$ cat src/rtl/conv1_adder_sched.sv
// Convolution stage-1 sequencer: counts input pixels, tags window-completing accepts through the
// mult/adder pipeline and reports output coordinates. Optional stall counter: CONV1_STALL_CNT_EN.
module conv1_adder_sched #(
  parameter int IMG_W      = 28,
  parameter int IMG_H      = 28,
  parameter int KSIZE      = 3,
  parameter int PIPE_DEPTH = 4,
  localparam int OUT_W = IMG_W - KSIZE + 1,
  localparam int OUT_H = IMG_H - KSIZE + 1,
  localparam int ROW_W = (OUT_H > 1) ? $clog2(OUT_H) : 1,
  localparam int COL_W = (OUT_W > 1) ? $clog2(OUT_W) : 1
) (
  input  logic                  clk,
  input  logic                  rst_n,
  input  logic                  start,
  input  logic                  abort,
  input  logic                  pix_valid,
  output logic                  pix_ready,
  output logic                  win_shift,
  output logic [PIPE_DEPTH-1:0] stage_en,
  output logic                  out_valid,
  output logic [ROW_W-1:0]      out_row,
  output logic [COL_W-1:0]      out_col,
  output logic                  busy,
  output logic                  done,
  output logic [15:0]           stall_cnt
);

  // state | meaning
  // IDLE  | waiting for start, nothing accepted
  // FILL  | accepting pixels, no complete window yet
  // RUN   | accepting pixels, datapath enabled
  // DRAIN | input closed, flushing PIPE_DEPTH stages
  // DONE  | one-cycle completion pulse

  localparam int IN_CW = (IMG_W > 1) ? $clog2(IMG_W) : 1;
  localparam int IN_RW = (IMG_H > 1) ? $clog2(IMG_H) : 1;
  localparam int DR_W  = (PIPE_DEPTH > 1) ? $clog2(PIPE_DEPTH) : 1;

  typedef enum logic [2:0] {
    ST_IDLE  = 3'd0,
    ST_FILL  = 3'd1,
    ST_RUN   = 3'd2,
    ST_DRAIN = 3'd3,
    ST_DONE  = 3'd4
  } state_t;

  state_t                state;
  state_t                state_nxt;
  logic [IN_CW-1:0]      in_col;
  logic [IN_RW-1:0]      in_row;
  logic [DR_W-1:0]       drain_cnt;
  logic [PIPE_DEPTH-1:0] tag;
  logic                  active;
  logic                  accept;
  logic                  win_hit;
  logic                  last_px;
  logic                  start_go;

  assign accept    = pix_valid & pix_ready;
  assign win_shift = accept;
  assign win_hit   = accept & (in_row >= IN_RW'(KSIZE - 1)) & (in_col >= IN_CW'(KSIZE - 1));
  assign last_px   = (in_row == IN_RW'(IMG_H - 1)) & (in_col == IN_CW'(IMG_W - 1));
  assign start_go  = (state == ST_IDLE) & start & ~abort;
  assign out_valid = tag[PIPE_DEPTH-1] & active;

  always_comb begin
    state_nxt = state;
    if (abort) begin
      state_nxt = ST_IDLE;
    end else begin
      case (state)
        ST_IDLE:  if (start) state_nxt = ST_FILL;
        // the very last pixel can also be the first window hit (single-window maps)
        ST_FILL: begin
          if (accept && last_px)  state_nxt = ST_DRAIN;
          else if (win_hit)       state_nxt = ST_RUN;
        end
        ST_RUN:   if (accept && last_px) state_nxt = ST_DRAIN;
        ST_DRAIN: if (drain_cnt == DR_W'(PIPE_DEPTH - 1)) state_nxt = ST_DONE;
        ST_DONE:  state_nxt = ST_IDLE;
        default:  state_nxt = ST_IDLE;
      endcase
    end
  end

  // Outputs are registered from the next state so they line up with the state register.
  always_ff @(posedge clk or negedge rst_n) begin
    if (!rst_n) begin
      state     <= ST_IDLE;
      pix_ready <= 1'b0;
      stage_en  <= '0;
      active    <= 1'b0;
      busy      <= 1'b0;
      done      <= 1'b0;
    end else begin
      state     <= state_nxt;
      pix_ready <= (state_nxt == ST_FILL) || (state_nxt == ST_RUN);
      stage_en  <= {PIPE_DEPTH{(state_nxt == ST_RUN) || (state_nxt == ST_DRAIN)}};
      active    <= (state_nxt == ST_RUN) || (state_nxt == ST_DRAIN);
      busy      <= (state_nxt != ST_IDLE);
      done      <= (state_nxt == ST_DONE);
    end
  end

  always_ff @(posedge clk or negedge rst_n) begin
    if (!rst_n) begin
      in_col    <= '0;
      in_row    <= '0;
      out_col   <= '0;
      out_row   <= '0;
      drain_cnt <= '0;
    end else if (start_go) begin
      in_col    <= '0;
      in_row    <= '0;
      out_col   <= '0;
      out_row   <= '0;
      drain_cnt <= '0;
    end else begin
      if (accept) begin
        if (in_col == IN_CW'(IMG_W - 1)) begin
          in_col <= '0;
          in_row <= (in_row == IN_RW'(IMG_H - 1)) ? '0 : in_row + IN_RW'(1);
        end else begin
          in_col <= in_col + IN_CW'(1);
        end
      end
      if (out_valid) begin
        if (out_col == COL_W'(OUT_W - 1)) begin
          out_col <= '0;
          out_row <= (out_row == ROW_W'(OUT_H - 1)) ? '0 : out_row + ROW_W'(1);
        end else begin
          out_col <= out_col + COL_W'(1);
        end
      end
      if ((state_nxt == ST_DRAIN) && (state != ST_DRAIN)) begin
        drain_cnt <= '0;
      end else if (state == ST_DRAIN) begin
        drain_cnt <= drain_cnt + DR_W'(1);
      end
    end
  end

  // Gaps shift a zero tag in, so out_valid keeps the source's gap pattern.
  always_ff @(posedge clk or negedge rst_n) begin
    if (!rst_n) begin
      tag <= '0;
    end else if (abort) begin
      tag <= '0;
    end else begin
      tag[0] <= win_hit;
      for (int i = 1; i < PIPE_DEPTH; i++) begin
        tag[i] <= tag[i-1];
      end
    end
  end

`ifdef CONV1_STALL_CNT_EN
  always_ff @(posedge clk or negedge rst_n) begin
    if (!rst_n) begin
      stall_cnt <= '0;
    end else if (start_go) begin
      stall_cnt <= '0;
    end else if ((state == ST_RUN) && !pix_valid && (stall_cnt != 16'hFFFF)) begin
      stall_cnt <= stall_cnt + 16'd1;
    end
  end
`else
  assign stall_cnt = 16'd0;
`endif

endmodule

$ cat config.mk
export PLATFORM = sky130hd
export DESIGN_NAME = conv1_adder_sched
export DESIGN_NICKNAME = d
export VERILOG_FILES = /design/src/rtl/conv1_adder_sched.sv
export SDC_FILE = /design/constraint.sdc
export NUM_CORES = 1
export LEC_CHECK = 0
export BUFFER_PORTS_ARGS = -buffer_cell sky130_fd_sc_hd__buf_2
export CORE_MARGIN = 3
export CORE_UTILIZATION = 50
export CTS_BUF_LIST = sky130_fd_sc_hd__clkbuf_2
export DETAILED_ROUTE_END_ITERATION = 10
export PLACE_DENSITY = 0.78
export SLEW_MARGIN = 30
export SYNTH_ARGS = -nofsm -noshare
export SYNTH_HDL_FRONTEND = slang
export SYNTH_SLANG_ARGS = --single-unit
export TNS_END_PERCENT = 100
$ cat constraint.sdc
create_clock -name clk -period 2.3 [get_ports clk]
set_input_delay 0.46 -clock clk [delete_from_list [all_inputs] [get_ports clk]]
set_output_delay 0.46 -clock clk [all_outputs]
set_load 0.02 [all_outputs]
# == Word-level counts from Yosys, hierarchy flattened ==
# Index checks and enable logic that the tools add are counted.
# classes
add_sub_neg,5
magnitude_cmp,2
eq_ne,13
n_mux,25
bitwise_logic,8
n_reduce_logical,13
# ops
cell,n
5-bit two-way mux,14
5-bit by 1-bit adder with 5-bit output (second input constant),4
5-bit == test (second input constant),4
3-bit two-way mux,6
3-bit by 2-bit == test with 1-bit output (second input constant),4
3-bit one-hot mux with 4 select lines,1
5-bit by 2-bit >= comparator with 1-bit output (second input constant),2
2-bit nonzero test,4
1-bit AND,7
3-bit by 1-bit == test with 1-bit output (second input constant),2
2-bit two-way mux,3
3-bit nonzero test,2
4-bit two-way mux,1
2-bit AND reduction,2
3-bit == test (second input constant),1
3-bit zero test,1
3-bit by 2-bit inequality test with 1-bit output (second input constant),1
2-bit by 1-bit adder with 2-bit output (second input constant),1
2-bit == test (second input constant),1
1-bit logical AND,2
1-bit logical OR,2
1-bit inverter,1
# totals
ff_bits,34
out_inout_bits,35
elab_cells,78

# == Depth between registers and ports, before layout ==
# Gate-level depths: netlist of the first run.
# logic_depth
word_depth,11
depth_mapped,8
ltp_nobuf,7

# == Worst setup path before layout of the first run ==
# No wires, ideal clock.
# synth_path
kind,flip-flop to flip-flop
start,register out_col[0]
end,register out_row[0]
setup_time_ns,0.083
t_arrival_ns,1.624
t_required_ns,2.217
slack_ns,0.592
stages_incl_launch_ff,7
synth_period_minus_slack_ns,1.708
cell_sequence,dfrtp_1 -> ha_1 -> and4b_1 -> clkbuf_1 -> a2bb2oi_2 -> or2_2 -> o21ai_0
# synth_via
elab_chain_len,3
# synth_rtl
item,line_no,rtl
from (decl),23,"output logic [COL_W-1:0] out_col,"
from (signal assigned),133,out_col <= out_col + COL_W'(1);
5-bit == test,129,if (out_col == COL_W'(OUT_W - 1)) begin
2-bit nonzero test (no line),-,
2-bit AND reduction (no line),-,
to (signal assigned),131,out_row <= (out_row == ROW_W'(OUT_H - 1)) ? '0 : out_row + ROW_W'(1);
to (decl),22,"output logic [ROW_W-1:0] out_row,"
# Every way passes these cells.
# A chain may end at the register's enable or synchronous reset.

# == Final worst setup path of the first run ==
# layout_path
start,register in_row[0]
end,register drain_cnt[1]
# layout_via
elab_chain_len,11
# layout_rtl
item,line_no,rtl
from (decl),51,logic [IN_RW-1:0] in_row;
from (signal assigned),123,in_row <= (in_row == IN_RW'(IMG_H - 1)) ? '0 : in_row + IN_RW'(1);
5-bit by 2-bit >= comparator with 1-bit output,62,assign win_hit = accept & (in_row >= IN_RW'(KSIZE - 1)) & (in_col >= IN_CW'(KSIZE - 1));
1-bit AND (2 in a row),62,
3-bit two-way mux,77,else if (win_hit) state_nxt = ST_RUN;
3-bit two-way mux,76,if (accept && last_px) state_nxt = ST_DRAIN;
3-bit one-hot mux with 4 select lines *,72,case (state)
3-bit two-way mux *,69,if (abort) begin
3-bit by 2-bit == test with 1-bit output *,136,if ((state_nxt == ST_DRAIN) && (state != ST_DRAIN)) begin
1-bit logical AND *,136,
2-bit two-way mux,136,
2-bit two-way mux,113,end else if (start_go) begin
to (signal assigned),139,drain_cnt <= drain_cnt + DR_W'(1);
to (decl),52,logic [DR_W-1:0] drain_cnt;
# Every way passes the cells marked *; elsewhere a longest branch is shown, timed or not.

==> results.json, run 1 <==
{
  "min_period_over_period_pct": 80.92,
  "synth_async_sr_flop_share_pct": 100.0,
  "yosysTopAreaCell": "sky130_fd_sc_hd__dfrtp_1",
  "numCtsBuffers": 5,
  "worstMarginPinSlew_ps": 703.4,
  "antenna_violating_nets_post_route": 0,
  "timing_hold_violations_final": 0,
  "gp_congestion": 0.8792,
  "yosys.cell_types.count": 43,
  "critPathArrivalTime_ps": 2150,
  "worst_path_maximum_fanout": 6,
  "ir_drop_mv": 0.5035,
  "run_status": "finished clean",
  "grt_pass1_wl_um": 5499,
  "first_global_vias": 1210,
  "critical_setup_path_kind": "reg -> reg",
  "final_setup_violation_count": 0,
  "final_layout_net_count": 232,
  "antennaDiodeCount": 0,
  "finalSetupTns_ps": 0,
  "timing.clock.skew_ps": 25.14,
  "clock_latency_on_the_worst_skew_pair_ps": 390,
  "synth_seq_cells": 33,
  "synth_flop_cell": "sky130_fd_sc_hd__dfrtp_1",
  "synth.avg_cell_area_um2": 9.454,
  "drt_wl_total_um": 3370,
  "synth_seq_area_share_pct": 44.12,
  "yosys-top-cells-area": "sky130_fd_sc_hd__dfrtp_1 44%, sky130_fd_sc_hd__buf_4 8.0%, sky130_fd_sc_hd__ha_1 6.0%",
  "syn-instance-count": 198,
  "clk_pin_slew_worst_paths_ps": 170,
  "clock.fmax_ghz": 0.5373,
  "initial_antenna_violation_count": 0,
  "power_mw": 1.326,
  "mappedNetlistArea_um2": 1872,
  "fp.dieArea_um2": 4514,
  "chipHeight_um": 67.19,
  "grt_setup_unrepaired": "no",
  "post-cts-setup-buffer-count": 0,
  "quantity_of_i_o_buffers_inserted_on_ports": 23,
  "maxCapViolations": 0,
  "floorplan.die.width_um": 67.19,
  "post_cts_hold_buffer_count": 0,
  "track_usage_pct": 16.58,
  "maxSlewHeadroom_pct": 53.10,
  "worst_min_delay_path_class": "in -> async",
  "number_of_resized_instances_in_the_post_cts_repair_step": 0,
  "drc": 0,
  "p_per_cell_area_nw_per_um2": 666.8,
  "worst_setup_start_kind": "flip-flop",
  "timing.critical_path.required_ps": 2590,
  "h_tree_levels": 2,
  "period_needed_ps": 1861,
  "detail_route.first_pass.iterations": 4,
  "cts.sinks": 33,
  "yosysWarningCount": 0,
  "final_max_slew_viol_count": 0,
  "drt_iter0_drc": 107,
  "fin_util_pct": 57.32,
  "grt_start_max_net_pins": 34,
  "drt-vias-per-instance": 5.306,
  "final-seq-area_um2": 825.8,
  "cts_tree": "yes",
  "most_repeated_cell_in_the_gate_level_netlist_after_synthesis": "sky130_fd_sc_hd__dfrtp_1",
  "synth_common_cells": "33 x sky130_fd_sc_hd__dfrtp_1, 20 x sky130_fd_sc_hd__buf_4, 20 x sky130_fd_sc_hd__nor2_1",
  "fill_cells": 327,
  "post_route_cells_drive_above_1_share_pct": 18.72,
  "total_via_count_after_detailed_routing": 1406,
  "end_kind": "flip-flop",
  "cts-root-buf": "sky130_fd_sc_hd__clkbuf_2",
  "row_count": 21,
  "core_area_um2": 3468,
  "synth-edff-count": 0,
  "area_of_the_multi_input_gates_um2": 892.1,
  "ioPinCount": 40,
  "yosysTopAreaCellShare_pct": 44.12,
  "area_growth_pct": 6.217,
  "floorplan.initialDensity_pct": 53.97,
  "cellLeakagePower_nw": 0.9953,
  "wire_per_inst_um": 12.72,
  "global_route.overflow_total": 0,
  "post-dp-hpwl_um": 2334,
  "clockBufferDepth": 2
}
==> power by group <==
group          total, mW  switching, mW  leakage (nW)  internal (mW)
clock network      0.379          0.194        0.0406          0.186
logic              0.265          0.175         0.511         0.0907
registers          0.681         0.0579         0.443          0.623
total               1.33          0.426         0.995          0.899
==> stage by stage <==
step / setup WS [ps] / instances / instance area [µm²] / hold WS, ps
global route: 282.7 / 265 / 1988 / 98.19
floorplan: 592.1 / 213 / 1928 / 164.4
detailed placement: 473.6 / 257 / 1924 / 451.0
global placement: 525.8 / 257 / 1924 / 448.4
CTS: 438.1 / 265 / 1988 / 106.5
finish: 438.8 / 265 / 1988 / 87.98
==> critical path: stages (launching register included) <==
cell and delay (ps):
sky130_fd_sc_hd__dfrtp_1 470, sky130_fd_sc_hd__inv_1 70, sky130_fd_sc_hd__ha_1 200, sky130_fd_sc_hd__or4_4 430, sky130_fd_sc_hd__o21ai_4 190, sky130_fd_sc_hd__o21ai_0 150
sky130_fd_sc_hd__a21boi_1 200, sky130_fd_sc_hd__o21ai_1 70
==> path summary, 6_finish.rpt <==
| path | depth (start not counted) | start | slack [ps] | endpoint |
|---|---|---|---|---|
| min reg2reg | 1 | tag[1] | 470 | tag[2] |
| min | 1 | rst_n | 90 | out_col[3] |
| min in group clk | 2 | abort | 290 | tag[3] |
| max | 7 | in_row[0] | 440 | drain_cnt[1] |
| max in group asynchronous | 1 | rst_n | 1730 | in_col[0] |
| max reg2reg | 7 | in_row[0] | 440 | drain_cnt[1] |
==> layer usage <==
metal | part of all wire (%) | GRT usage (%) | routed length (µm)
met5 | 0 | 0 | 0
met4 | 1.7 | 6.076 | 56
met3 | 6.8 | 5.990 | 228
met2 | 46 | 26.26 | 1567
met1 | 45 | 20.78 | 1518
==> sequential cells by signal, indices dropped and copies added (netlist names) <==
signal and flops:
active 1, out_col 5, out_row 5, pix_ready 1, in_col 5, drain_cnt 2, done 1, tag 4
state 3, in_row 5, busy 1
==> logic make-up after synthesis <==
logic type / Yosys count / share of synthesized area [%]
AOI/OAI and AO/OA: 50 / 18.32
xor gates and xnor gates: 1 / 0.4680
adders and majority gates: 9 / 6.016
buffers and inverters: 33 / 11.23
DFF: 33 / 44.12
muxes: 1 / 0.5348
other: 1 / 0.2003
and+or+nand+nor: 70 / 19.12
==> layout make-up <==
type | instances | share of cell area (%)
multi-input cells | 147 | 44.87
flip-flops and latches | 33 | 41.54
repair buffers | 24 | 6.167
well taps | 46 | 2.895
clock inverters | 2 | 1.699
clock buffers | 6 | 1.510
inverters | 7 | 1.322
==> cell usage in the layout (no fill, tap or decap), types with 2 or more instances in the layout <==
cell type,instances
sky130_fd_sc_hd__nor2_1,20
sky130_fd_sc_hd__inv_1,7
sky130_fd_sc_hd__a31o_2,3
sky130_fd_sc_hd__nand2_1,16
sky130_fd_sc_hd__a41oi_1,4
sky130_fd_sc_hd__nor3b_1,2
sky130_fd_sc_hd__and4b_1,3
sky130_fd_sc_hd__ha_1,9
sky130_fd_sc_hd__a211oi_1,4
sky130_fd_sc_hd__a31oi_1,2
sky130_fd_sc_hd__o21ai_1,2
sky130_fd_sc_hd__a311oi_1,3
sky130_fd_sc_hd__conb_1,16
sky130_fd_sc_hd__dfrtp_1,33
sky130_fd_sc_hd__o21ai_0,10
sky130_fd_sc_hd__nor3_1,9
sky130_fd_sc_hd__o2bb2ai_1,2
sky130_fd_sc_hd__nand3_1,5
sky130_fd_sc_hd__or2_2,2
sky130_fd_sc_hd__buf_2,23
sky130_fd_sc_hd__a21oi_1,13
sky130_fd_sc_hd__nor2b_1,4
sky130_fd_sc_hd__clkbuf_2,6
No activity file was read; power rests on OpenSTA's default activity.
==> run 2: changes to the inputs <==
--- a/config.mk
+++ b/config.mk
@@ -5,12 +5,13 @@
 export SDC_FILE = /design/constraint.sdc
 export NUM_CORES = 1
 export LEC_CHECK = 0
+export ABC_AREA = 1
 export BUFFER_PORTS_ARGS = -buffer_cell sky130_fd_sc_hd__buf_2
 export CORE_MARGIN = 3
 export CORE_UTILIZATION = 50
 export CTS_BUF_LIST = sky130_fd_sc_hd__clkbuf_2
 export DETAILED_ROUTE_END_ITERATION = 10
-export PLACE_DENSITY = 0.78
+export PLACE_DENSITY = 0.81
 export SLEW_MARGIN = 30
 export SYNTH_ARGS = -nofsm -noshare
 export SYNTH_HDL_FRONTEND = slang
==> constraint.sdc (replaced) <==
create_clock -name clk -period 1.71 [get_ports clk]
set_input_delay 0.342 -clock clk [delete_from_list [all_inputs] [get_ports clk]]
set_output_delay 0.342 -clock clk [all_outputs]
set_load 0.02 [all_outputs]
==> run 2 against run 1 <==
Net effect: clock skew decreased by 6.8 ps; critical endpoint is now pix_ready; highest routed layer unchanged; largest power group unchanged; sequential power increased by 28%; power increased by 30%.
==> results.json, run 2 <==
{
  "global_route.overflow_total": 0,
  "timing.clock.skew_ps": 18.33,
  "whs_endpoint": "tag[0]",
  "initial_antenna_violation_count": 0,
  "area_growth_pct": 9.707,
  "yosysTopAreaCellShare_pct": 43.00,
  "worst_min_delay_path_class": "in -> reg",
  "gp_congestion": 0.8173,
  "worstReg2RegEnd": "pix_ready",
  "wire_per_inst_um": 11.11,
  "synth-simple-area-share_pct": 23.58,
  "maxCapViolations": 0,
  "timing_hold_violations_final": 0,
  "ir_drop_mv": 0.5325,
  "detail_route.first_pass.iterations": 4,
  "timing.critical_path.from": "in_col[0]",
  "mappedNetlistArea_um2": 1921,
  "fp.dieArea_um2": 4621,
  "clockBufferDepth": 2,
  "antenna_violating_nets_post_route": 0,
  "first_global_vias": 1307,
  "synth_seq_area_share_pct": 43.00,
  "finalWorstSetupSlack_ps": 120.0,
  "finalSetupTns_ps": 0,
  "yosysTopAreaCell": "sky130_fd_sc_hd__dfrtp_1",
  "critPathArrivalTime_ps": 1880,
  "synth-edff-count": 0,
  "fill_cells": 314,
  "antennaDiodeCount": 0,
  "grt_start_max_net_pins": 34,
  "end_kind": "flip-flop",
  "timing.critical_path.required_ps": 2000,
  "yosys-top-cells-area": "sky130_fd_sc_hd__dfrtp_1 43%, sky130_fd_sc_hd__buf_4 7.8%, sky130_fd_sc_hd__nand3_1 6.0%",
  "total_via_count_after_detailed_routing": 1499,
  "drt_iter0_drc": 64,
  "p_per_cell_area_nw_per_um2": 816.7,
  "synth_flop_cell": "sky130_fd_sc_hd__dfrtp_1",
  "final_layout_net_count": 270,
  "drc": 0,
  "regToRegStartpoint": "in_col[0]",
  "run_status": "finished clean",
  "period_needed_ps": 1590,
  "clk_pin_slew_worst_paths_ps": 180,
  "most_repeated_cell_in_the_gate_level_netlist_after_synthesis": "sky130_fd_sc_hd__dfrtp_1",
  "fin_worst_hold_slack_ps": 230.0,
  "cts-root-buf": "sky130_fd_sc_hd__clkbuf_2",
  "post_route_cells_drive_above_1_share_pct": 21.79,
  "cellLeakagePower_nw": 1.149,
  "floorplan.die.width_um": 67.98,
  "row_count": 21,
  "post-dp-hpwl_um": 2436,
  "global_route.usage.met3_pct": 5.090,
  "most-common-layout-cells": "33 x sky130_fd_sc_hd__dfrtp_1, 30 x sky130_fd_sc_hd__nand2_1, 29 x sky130_fd_sc_hd__inv_1, 23 x sky130_fd_sc_hd__buf_2, 22 x sky130_fd_sc_hd__nand3_1",
  "h_tree_levels": 2,
  "hold_start": "abort",
  "min_period_over_period_pct": 92.98,
  "chipHeight_um": 67.98,
  "drt-vias-per-instance": 4.947,
  "synthXorXnorAreaFrac_pct": 1.368,
  "worstRegToRegCells": 10,
  "critical_setup_path_kind": "reg -> reg",
  "final-seq-area_um2": 825.8,
  "yosys.cell_types.count": 33,
  "synth_seq_cells": 33,
  "synth-compound-area-share_pct": 10.23,
  "hold-path-cell-count": 2,
  "area_of_the_multi_input_gates_um2": 863.3,
  "floorplan.initialDensity_pct": 54.55,
  "grtUsageMet2_pct": 25.87,
  "preCtsSetupSlack_ps": 124.8,
  "grt_pass1_wl_um": 5678,
  "ioPinCount": 40,
  "numCtsBuffers": 5,
  "synth_common_cells": "33 x sky130_fd_sc_hd__dfrtp_1, 30 x sky130_fd_sc_hd__nand2_1, 29 x sky130_fd_sc_hd__inv_1",
  "cts.sinks": 33,
  "worst_setup_start_kind": "flip-flop",
  "synth_async_sr_flop_share_pct": 100.0,
  "worst_path_maximum_fanout": 4,
  "synth_fa_ha_area_share_pct": 5.863,
  "clock_latency_on_the_worst_skew_pair_ps": 370,
  "synth.avg_cell_area_um2": 8.498,
  "grt_busiest_layer": "met2",
  "synth_top_family_by_area": "simple AND/OR/NAND/NOR gates",
  "groute.layer.met1.usage_pct": 21.34,
  "synthMuxAreaShare_pct": 0.5212,
  "yosysWarningCount": 0,
  "cts_tree": "yes",
  "r2r_setup_slack_ps": 120,
  "final_max_slew_viol_count": 0,
  "final_setup_violation_count": 0,
  "clock.fmax_ghz": 0.6289,
  "drt_wl_total_um": 3365,
  "syn-instance-count": 226,
  "quantity_of_i_o_buffers_inserted_on_ports": 23,
  "core_area_um2": 3521,
  "track_usage_pct": 16.50,
  "fin_util_pct": 59.84,
  "leading_cell_type_in_the_layout_fill_and_taps_excluded": "sky130_fd_sc_hd__dfrtp_1"
}
run 2: how the worst max path moves through the flow:
stage	endpoint	cells past startpoint
4_1_cts	pix_ready	12
2_1_floorplan	drain_cnt[0]	7
3_5_place_dp	pix_ready	10
6_report	pix_ready	10
3_3_place_gp	pix_ready	10
5_1_grt	drain_cnt[0]	9
run 2: where the power goes:
group,switching [mW],internal (mW)
combinational,0.220,0.116
clock,0.263,0.250
sequential,0.0444,0.828
run 2: kinds of logic after synthesis:
logic type | count (synthesis)
adder cells (fa/ha/maj) | 9
XOR/XNOR | 3
AND/OR/NAND/NOR | 93
multiplexers | 1
flip-flops | 33
AO/OA/AOI/OAI | 31
other | 1
buffers and inverters | 55
run 2: what timing repair did:
item	CTS	global route
hold buffers	1	0
gates resized for setup	0	1
endpoints found under the hold margin	33	0
setup endpoints to repair	0	3
setup buffers	0	4
run 2: cell type report:
cell class,instances,area share (%)
clock buffer,6,1.425
clock inverter,2,1.603
inverter,33,5.998
multi-input combinational,153,40.97
sequential,33,39.19
tap,46,2.732
timing repair buffer,30,8.076
run 2: metrics by stage:
stage	cells	instance area, µm²	total power [mW]
finish	303	2107	1.721
global route	303	2107	1.830
CTS	299	2072	1.706
detailed placement	290	1998	1.188
global placement	290	1998	1.181
floorplan	241	1977	1.129
run 2: layer usage:
metal,routed length (µm),part of all wire [%],vias up
li1,-,-,760
met4,71,2.1,0
met3,186,5.5,9
met5,0,0,-
met1,1517,45,690
met2,1590,47,40
run 2: critical path, stage by stage, from the launching register on:
cell and delay [ps]:
sky130_fd_sc_hd__dfrtp_1 430, sky130_fd_sc_hd__ha_1 240, sky130_fd_sc_hd__nand4_1 150, sky130_fd_sc_hd__nor2_2 150, sky130_fd_sc_hd__nand2_1 100, sky130_fd_sc_hd__nor2_1 100
sky130_fd_sc_hd__nor2_1 60, sky130_fd_sc_hd__nand2_2 100, sky130_fd_sc_hd__nand2_1 80, sky130_fd_sc_hd__nand2_1 70, sky130_fd_sc_hd__nand2_1 50
==> run 3: changes to the inputs <==
--- a/config.mk
+++ b/config.mk
@@ -7,6 +7,7 @@
 export LEC_CHECK = 0
 export ABC_AREA = 1
 export BUFFER_PORTS_ARGS = -buffer_cell sky130_fd_sc_hd__buf_2
+export CORE_ASPECT_RATIO = 1.25
 export CORE_MARGIN = 3
 export CORE_UTILIZATION = 50
 export CTS_BUF_LIST = sky130_fd_sc_hd__clkbuf_2
==> run 3 against run 2 <==
Net effect: core utilization decreased by 1.8 points; global-route usage decreased by 0.62 points; critical path depth unchanged; register-to-register slack about the same; clock power about the same; first-iteration DRC count increased by 31%; combinational power decreased by 6.5%; clock skew decreased by 6.1 ps; hold slack got worse by 1.2 ps; maximum frequency decreased by 0.17%; critical path type unchanged; largest cell class unchanged; highest routed layer unchanged.
==> results.json, run 3 (synthesis gave the netlist of run 2 again) <==
{
  "run_status": "finished clean",
  "critPathMostFrequentCell": "sky130_fd_sc_hd__nor2_1",
  "ioPinCount": 40,
  "drt_iter0_drc": 84,
  "global_route.overflow_total": 0,
  "clk_pin_slew_worst_paths_ps": 170,
  "leading_cell_type_in_the_layout_fill_and_taps_excluded": "sky130_fd_sc_hd__dfrtp_1",
  "p_switching_mw": 0.5245,
  "worst-path-buf-inv": 1,
  "total_via_count_after_detailed_routing": 1494,
  "clock.fmax_ghz": 0.6279,
  "worst_setup_start_kind": "flip-flop",
  "power_frac_clock_pct": 30.1,
  "timing.critical_path.required_ps": 1980,
  "grt_start_max_net_pins": 34,
  "antennaDiodeCount": 0,
  "area_growth_pct": 8.990,
  "chipHeight_um": 75.30,
  "grt_pass1_wl_um": 5506,
  "finalSetupTns_ps": 0,
  "worst_min_delay_path_class": "in -> reg",
  "timing.critical_path.max_delay_family": "simple AND/OR/NAND/NOR gates",
  "p_per_cell_area_nw_per_um2": 814.7,
  "quantity_of_i_o_buffers_inserted_on_ports": 23,
  "final_layout_net_count": 268,
  "h_tree_levels": 2,
  "floorplan.initialDensity_pct": 53.30,
  "min_period_over_period_pct": 93.14,
  "timing_hold_violations_final": 0,
  "cts_tree": "yes",
  "critPathMaxStageDelay_ps": 410,
  "first_global_vias": 1381,
  "core_area_um2": 3603,
  "initial_antenna_violation_count": 0,
  "track_usage_pct": 15.88,
  "fill_cells": 322,
  "power.share.switching_pct": 30.76,
  "fp.dieArea_um2": 4626,
  "gp_congestion": 0.8299,
  "drt-vias-per-instance": 5.082,
  "floorplan.die.width_um": 61.44,
  "cellLeakagePower_nw": 1.132,
  "dp.cells": 283,
  "post-dp-hpwl_um": 2513,
  "fin_worst_hold_slack_ps": 228.8,
  "end_kind": "flip-flop",
  "final_setup_violation_count": 0,
  "ir_drop_mv": 0.4309,
  "critical_path.slowest_cell": "sky130_fd_sc_hd__dfrtp_1",
  "drt_wl_total_um": 3374,
  "row_count": 24,
  "worstPathCellList": "buf_4 -> ha_1 -> nand3_1 -> nor2_1 -> nand2_1 -> nor2_1 -> nor2_1 -> nand2_2 -> nand2_1 -> nand3_1",
  "detail_route.first_pass.iterations": 4,
  "power.share.sequential_pct": 51.5,
  "most-common-layout-cells": "31 x sky130_fd_sc_hd__dfrtp_1, 30 x sky130_fd_sc_hd__nand2_1, 29 x sky130_fd_sc_hd__inv_1, 23 x sky130_fd_sc_hd__nand3_1, 23 x sky130_fd_sc_hd__buf_2",
  "cts.sinks": 33,
  "numCtsBuffers": 5,
  "clock_latency_on_the_worst_skew_pair_ps": 370,
  "place_area_um2": 1989,
  "period_needed_ps": 1593,
  "final_max_slew_viol_count": 0,
  "post_route_cells_drive_above_1_share_pct": 21.96,
  "drc": 0,
  "area_of_the_multi_input_gates_um2": 870.8,
  "maxCapViolations": 0,
  "timing.clock.skew_ps": 12.22,
  "comb_power_share_pct": 18.4,
  "finish.cell_count_without_fillers": 294,
  "worst_path_maximum_fanout": 3,
  "cellInternalPower_mw": 1.181,
  "final-seq-area_um2": 828.3,
  "critical_setup_path_kind": "reg -> reg",
  "final_cell_area_um2": 2093,
  "antenna_violating_nets_post_route": 0,
  "power_mw": 1.705,
  "cts-root-buf": "sky130_fd_sc_hd__clkbuf_2",
  "critPathArrivalTime_ps": 1870,
  "wire_per_inst_um": 11.48,
  "clockBufferDepth": 2
}
[run 3: cell count changes in the layout (fill, tap and decap cells not counted), sizes merged]
cell,previous run,this run
buf,29,27
[run 3: power by group through the flow]
stage               logic, mW  clock network, mW  registers (mW)
finish                  0.314              0.513           0.878
global route            0.365              0.558           0.885
CTS                     0.305              0.533           0.875
detailed placement      0.301                  0           0.890
global placement        0.295                  0           0.888
floorplan               0.212                  0           0.917
[run 3: cell type report]
class                   instances  share of cell area (%)
multi-input cells             153                   41.60
inverters                      33                   6.037
well taps                      39                   2.331
clock inverters                 2                   1.614
clock buffers                   6                   1.435
flip-flops and latches         33                   39.57
repair buffers                 28                   7.412
[run 3: repair_timing]
action                     4_1_cts  5_1_grt
gates resized for setup          0        4
hold buffers                     1        0
hold endpoints to repair        33        0
setup endpoints to repair        0        4
buffers inserted                 0        2
[run 3: layer usage]
| layer | track usage (%) | share of wire, % |
|---|---|---|
| met5 | 0 | 0 |
| met4 | 4.953 | 1.2 |
| met3 | 4.576 | 4.8 |
| met2 | 28.35 | 50 |
| met1 | 18.09 | 44 |
[run 3: path summary, 6_finish.rpt]
check | startpoint | to | slack, ps | cells after the start
max in group asynchronous | rst_n | in_col[0] | 890 | 3
max | in_row[0] | busy | 120 | 10
max reg2reg | in_row[0] | busy | 120 | 10
min | abort | tag[3] | 230 | 2
min in group asynchronous | rst_n | out_row[3] | 500 | 3
min reg2reg | tag[1] | tag[2] | 490 | 2
[run 3: per-stage QoR]
stage	util, %	setup slack, ps
floorplan	-	237.8
global placement	55.21	167.7
detailed placement	55.21	117.7
CTS	57.26	78.15
global route	58.09	-9.343
finish	58.09	117.3
